==> src/rtl/cd_host_comm.sv <==
// Host side of the CD drive nibble link: reads a 10-nibble status frame, then sends a
// 10-nibble command frame with auto checksum. Optional macro CDD_BAD_STATUS_HOLD_EN.
module cd_host_comm #(
  parameter int SETTLE_CYCLES  = 96,
  parameter int TIMEOUT_CYCLES = 4095
) (
  input  logic        CLK_12M,
  input  logic        RESET,
  input  logic        CD_nIRQ,
  input  logic        CDCK,
  input  logic [3:0]  CDD_DIN,
  output logic [3:0]  CDD_DOUT,
  output logic        HOCK,
  input  logic [35:0] CMD_DATA,
  output logic [35:0] STATUS_DATA,
  output logic        STATUS_VALID,
  output logic        CHECKSUM_ERR,
  output logic        TIMEOUT,
  output logic        BUSY
);

  localparam int CNT_W = $clog2(TIMEOUT_CYCLES + 1);
  localparam logic [CNT_W-1:0] SETTLE_V = CNT_W'(SETTLE_CYCLES);
  localparam logic [CNT_W-1:0] TMO_V    = CNT_W'(TIMEOUT_CYCLES - 1);

  typedef enum logic [2:0] {
    IDLE, RD_WAITLO, RD_WAITHI, RD_DROP, WR_SETUP, WR_WAITHI, WR_WAITLO, DONE
  } state_t;

  // Link checksum: nibble 9 = ~(5 + sum of nibbles 0..8), 4-bit wrap.
  function automatic logic [3:0] nib_cksum(input logic [35:0] nibs);
    logic [3:0] acc;
    acc = 4'd5;
    for (int i = 0; i < 9; i++) acc = acc + nibs[4*i +: 4];
    return ~acc;
  endfunction

  state_t           r_state, w_state;
  logic             r_irq_q, r_irq_q2, r_cdck_q;
  logic [CNT_W-1:0] r_wcnt, w_wcnt;
  logic [3:0]       r_rd_cnt, w_rd_cnt, r_wr_cnt, w_wr_cnt;
  logic             r_settled, w_settled;
  logic [39:0]      r_cmd, w_cmd, r_stat, w_stat;
  logic [3:0]       r_dout, w_dout;
  logic             r_hock, w_hock;
  logic [35:0]      r_status, w_status;
  logic             r_valid, w_valid, r_err, w_err, r_to, w_to, r_busy, w_busy;
  logic             w_abort;
  logic             w_irq_fall, w_settle_ok, w_tmo;

  assign w_irq_fall  = r_irq_q2 & ~r_irq_q;
  assign w_settle_ok = (r_wcnt >= SETTLE_V);
  assign w_tmo       = (r_wcnt == TMO_V);

  always_comb begin
    w_state   = r_state;
    w_wcnt    = r_wcnt + 1'b1;
    w_rd_cnt  = r_rd_cnt;
    w_wr_cnt  = r_wr_cnt;
    w_settled = r_settled;
    w_cmd     = r_cmd;
    w_stat    = r_stat;
    w_dout    = r_dout;
    w_hock    = r_hock;
    w_status  = r_status;
    w_valid   = 1'b0;
    w_err     = 1'b0;
    w_to      = 1'b0;
    w_busy    = r_busy;
    w_abort   = 1'b0;
    case (r_state)
      IDLE: begin
        if (w_irq_fall) begin
          w_cmd     = {nib_cksum(CMD_DATA), CMD_DATA};
          w_busy    = 1'b1;
          w_hock    = 1'b0;
          w_rd_cnt  = '0;
          w_settled = 1'b0;
          w_state   = RD_WAITLO;
        end
      end
      RD_WAITLO: begin
        // After the first nibble the settle dwell was already spent in RD_DROP.
        if ((w_settle_ok || r_settled) && !r_cdck_q) begin
          w_stat[{r_rd_cnt, 2'b00} +: 4] = CDD_DIN;
          w_hock  = 1'b1;
          w_state = RD_WAITHI;
        end else if (w_tmo) w_abort = 1'b1;
      end
      RD_WAITHI: begin
        if (r_cdck_q) begin
          w_hock  = 1'b0;
          w_state = RD_DROP;
        end else if (w_tmo) w_abort = 1'b1;
      end
      RD_DROP: begin
        if (w_settle_ok && !r_cdck_q) begin
          if (r_rd_cnt == 4'd9) begin
            w_wr_cnt = '0;
            w_state  = WR_SETUP;
          end else begin
            w_rd_cnt  = r_rd_cnt + 1'b1;
            w_settled = 1'b1;
            w_state   = RD_WAITLO;
          end
        end else if (w_tmo) w_abort = 1'b1;
      end
      WR_SETUP: begin
        // First cycle presents the nibble, second raises HOCK.
        w_dout = r_cmd[{r_wr_cnt, 2'b00} +: 4];
        if (r_wcnt != '0) begin
          w_hock  = 1'b1;
          w_state = WR_WAITHI;
        end
      end
      WR_WAITHI: begin
        if (r_cdck_q) begin
          w_hock  = 1'b0;
          w_state = WR_WAITLO;
        end else if (w_tmo) w_abort = 1'b1;
      end
      WR_WAITLO: begin
        if (w_settle_ok && !r_cdck_q) begin
          if (r_wr_cnt == 4'd9) w_state = DONE;
          else begin
            w_wr_cnt = r_wr_cnt + 1'b1;
            w_state  = WR_SETUP;
          end
        end else if (w_tmo) w_abort = 1'b1;
      end
      DONE: begin
        w_hock  = 1'b1;
        w_busy  = 1'b0;
        w_state = IDLE;
        if (r_stat[39:36] == nib_cksum(r_stat[35:0])) begin
          w_status = r_stat[35:0];
          w_valid  = 1'b1;
        end else begin
          w_err = 1'b1;
`ifdef CDD_BAD_STATUS_HOLD_EN
          w_status = r_status;
`else
          w_status = r_stat[35:0];
`endif
        end
      end
      default: w_state = IDLE;
    endcase
    if (w_abort) begin
      w_state = IDLE;
      w_hock  = 1'b1;
      w_dout  = '0;
      w_busy  = 1'b0;
      w_to    = 1'b1;
    end
    if (w_state != r_state || r_state == IDLE) w_wcnt = '0;
  end

  always_ff @(posedge CLK_12M or posedge RESET) begin
    if (RESET) begin
      r_state   <= IDLE;
      r_irq_q   <= 1'b1;
      r_irq_q2  <= 1'b1;
      r_cdck_q  <= 1'b1;
      r_wcnt    <= '0;
      r_rd_cnt  <= '0;
      r_wr_cnt  <= '0;
      r_settled <= 1'b0;
      r_cmd     <= '0;
      r_stat    <= '0;
      r_dout    <= '0;
      r_hock    <= 1'b1;
      r_status  <= '0;
      r_valid   <= 1'b0;
      r_err     <= 1'b0;
      r_to      <= 1'b0;
      r_busy    <= 1'b0;
    end else begin
      r_state   <= w_state;
      r_irq_q   <= CD_nIRQ;
      r_irq_q2  <= r_irq_q;
      r_cdck_q  <= CDCK;
      r_wcnt    <= w_wcnt;
      r_rd_cnt  <= w_rd_cnt;
      r_wr_cnt  <= w_wr_cnt;
      r_settled <= w_settled;
      r_cmd     <= w_cmd;
      r_stat    <= w_stat;
      r_dout    <= w_dout;
      r_hock    <= w_hock;
      r_status  <= w_status;
      r_valid   <= w_valid;
      r_err     <= w_err;
      r_to      <= w_to;
      r_busy    <= w_busy;
    end
  end

  assign CDD_DOUT     = r_dout;
  assign HOCK         = r_hock;
  assign STATUS_DATA  = r_status;
  assign STATUS_VALID = r_valid;
  assign CHECKSUM_ERR = r_err;
  assign TIMEOUT      = r_to;
  assign BUSY         = r_busy;

endmodule

==> config.mk <==
export PLATFORM = sky130hd
export DESIGN_NAME = cd_host_comm
export DESIGN_NICKNAME = d
export VERILOG_FILES = /design/src/rtl/cd_host_comm.sv
export SDC_FILE = /design/constraint.sdc
export NUM_CORES = 1
export LEC_CHECK = 0
export BUFFER_PORTS_ARGS = -buffer_cell sky130_fd_sc_hd__buf_2
export CORE_ASPECT_RATIO = 1.75
export CORE_UTILIZATION = 45
export DETAILED_ROUTE_END_ITERATION = 12
export PLACE_DENSITY = 0.74
export SLEW_MARGIN = 20
export SYNTH_ARGS = -nofsm -noshare
export SYNTH_HDL_FRONTEND = slang
export SYNTH_SLANG_ARGS = --single-unit
==> constraint.sdc <==
create_clock -name CLK_12M -period 5.9 [get_ports CLK_12M]
set_clock_uncertainty 0.15 [all_clocks]
set_input_delay 0.59 -clock CLK_12M [delete_from_list [all_inputs] [get_ports CLK_12M]]
set_output_delay 0.59 -clock CLK_12M [all_outputs]
set_load 0.1 [all_outputs]
==> results.ini <==
[worst_setup_path]
timing.rr.start = r_stat[1]
worstPathArrival_ns = 4.69
startpoint_type = flop
worstSetupStartpoint = r_stat[1]
critPathRequiredTime_ns = 6.08
cp_max_fo = 3
ff2ff_setup_slack_ns = 1.39
cp-end-kind = flop
crit_type = reg2reg

[clocking]
cts-root-buf = clkbuf_16
cts-resized-gates = 0
cts_tree = done
cts_made_buffers = 17
clock_path_buffers = 2
clk_pin_slew_ns = 0.07
hold_buffers = 0
clk_latency_ns = 0.43
post-cts-setup-buffers = 0
htreeDepth = 4
cts.sinks = 152

[floorplan]
start_util = 0.459
die_w_microns = 106
fp.coreArea_sq_um = 18700
die_area_sq_um = 19600
fp-row-count = 66
io_pins = 89
die_h_microns = 185

[final_layout]
area_growth_pct = 14.2
antenna_cells = 0
fillers = 1683
drive_gt1_frac = 0.323
final_util = 0.524
fin_cells = 1051
fin_nets = 899

[synthesis]
synth-edff-count = 0
synth_nets = 822
synth_ff_type = dfrtp_1
seq_area_frac_synth = 0.444
postSynthAreaPerCell_sq_um = 11.9
synth-seq-cells = 152
synth.distinct_cells = 68
synth_cells = 723
synthArstFlopShare = 1.00
syn-cell-area_sq_um = 8570
yosys_warnings = 0

[power_and_ir_drop]
p_per_area_nw_per_um2 = 335
p_leak_nw = 4.54
ir_drop_uv = 234

[placement]
place.gp.congestion = 0.844
place_hpwl_microns = 13700
placed_cells = 1019
portBuffers = 88
dp_slack_ns = 1.18

[global_routing]
first_global_vias = 6048
grt_usage = 0.204
grt_antenna_before_repair = 0
grt_pass1_wl_microns = 30400
grt_overflow = 0
grt_max_degree = 104

[route]
drtAntennaViolNets = 0
wl_per_cell_microns = 17.5
first_pass_iters = 4
drt_iter0_markers = 179
wirelength_microns = 18400
vias = 5727
viasPerCell = 5.45
drc = 0

[status]
status = finished clean

[sta]
fin_tns_setup_ns = 0
worst_pin_slew_ns = 0.953
fin_crit_sh = 0.765
slew_headroom = 0.363
min_period_ns = 4.51
setup_slack_ns = 1.39
hold_viol_final = 0
slew_viol_final = 0
rsz0062_at_grt = no
setup_violations = 0
max_freq_ghz = 0.222

[min_path]
holdCritStartpoint = CDCK
hp-class = in2reg

[run]
drv_cap = 0

through the flow:
step	area, sq um	hold slack, ns	power [mW]
5_1_grt	9790	0.0923	3.47
2_1_floorplan	8570	0.208	2.01
3_5_place_dp	9200	0.220	2.21
6_report	9790	0.101	3.28
4_1_cts	9790	0.0854	3.32
3_3_place_gp	9200	0.220	2.17
path summary, 6_finish.rpt:
check,end,depth (start not counted)
hold / removal,r_cdck_q,1
max in group asynchronous,r_wcnt[2],3
min in group asynchronous,STATUS_DATA[25],2
hold reg to reg,r_irq_q2,0
setup / recovery,STATUS_VALID,14
setup reg to reg,STATUS_VALID,14
power by group:
part	switching [mW]	total [mW]	internal, mW
Sequential	0.115	1.32	1.20
Clock	0.486	1.10	0.612
Combinational	0.437	0.862	0.425
final cells by class:
class / count / area (sq um) / area share
Inverter: 56 / 215 / 0.0220
Sequential cell: 152 / 3810 / 0.389
Multi-Input combinational cell: 478 / 4380 / 0.448
Clock inverter: 14 / 153 / 0.0156
Timing Repair Buffer: 95 / 493 / 0.0504
Clock buffer: 18 / 439 / 0.0449
Tap cell: 238 / 298 / 0.0304
logic make-up (layout without fill, tap and decap cells):
logic type,after synthesis,after routing,synth area share
mux,115,115,0.159
compound gates,109,109,0.0943
simple gates,150,150,0.0932
flops,152,152,0.444
fa+ha+maj,55,55,0.110
xor+xnor,49,49,0.0533
buf+inv,93,183,0.0457
synth_stat cells (all sizes together) (6+ instances only):
cell / number / area [sq um]
mux4: 8 / 180
o22ai: 10 / 68.8
nand2: 52 / 195
inv: 56 / 210
mux2: 92 / 1040
xor2: 13 / 114
nand2b: 6 / 37.5
o221ai: 11 / 96.3
mux2i: 15 / 150
clkbuf: 15 / 56.3
xnor2: 34 / 298
ha: 21 / 263
a21oi: 19 / 98.9
nand3: 10 / 50.1
a211oi: 13 / 153
nor3: 13 / 70.1
and2: 8 / 50.1
fa: 34 / 681
o21ai: 29 / 145
nor2b: 6 / 37.5
buf: 22 / 125
nor2: 23 / 88.8
dfrtp: 148 / 3700
worst max-delay path, stage by stage, from the launching register on:
cell and delay (ns):
dfrtp_1 0.44, fa_1 0.56, inv_1 0.06, fa_1 0.52
fa_1 0.54, fa_1 0.48, inv_1 0.07, ha_1 0.14
inv_1 0.04, fa_1 0.37, xnor2_1 0.14, xnor2_1 0.21
xnor3_1 0.36, xnor2_1 0.16, and3b_1 0.18
layer usage:
layer / routed length [microns] / global-route usage / vias to the layer above
met3: 452 / 0.0361 / 36
met5: 0 / 0 / -
li1: - / - / 2674
met4: 563 / 0.0889 / 0
met1: 6840 / 0.217 / 2912
met2: 10600 / 0.386 / 105
cell usage in the layout, fill, tap and decap left out, types with 5 or more instances in the layout:
cell type,instances
nand4_1,5
o21ai_0,29
buf_4,7
mux2i_1,15
ha_1,21
nand3_1,9
a211oi_2,11
a21oi_1,18
dfrtp_1,148
o221ai_1,11
o22ai_1,9
inv_1,55
nor3_1,12
xnor2_1,34
buf_2,88
fa_1,34
nand2_1,52
mux2_2,92
nor2_1,22
clkbuf_16,17
mux4_2,8
a31oi_1,5
nand2b_1,5
xor2_1,13
inv_6,6
nor2b_1,6
and2_1,8
state kept, by name (all words and copies together) (netlist names):
| signal | count |
|---|---|
| r_cdck_q | 1 |
| r_settled | 1 |
| HOCK | 1 |
| r_wr_cnt | 4 |
| STATUS_VALID | 1 |
| r_cmd | 40 |
| r_rd_cnt | 4 |
| r_wcnt | 12 |
| CHECKSUM_ERR | 1 |
| r_stat | 40 |
| BUSY | 1 |
| STATUS_DATA | 36 |
| r_irq_q | 1 |
| r_irq_q2 | 1 |
| TIMEOUT | 1 |
| r_state | 3 |
| CDD_DOUT | 4 |
No activity file was read; power rests on OpenSTA's default activity.
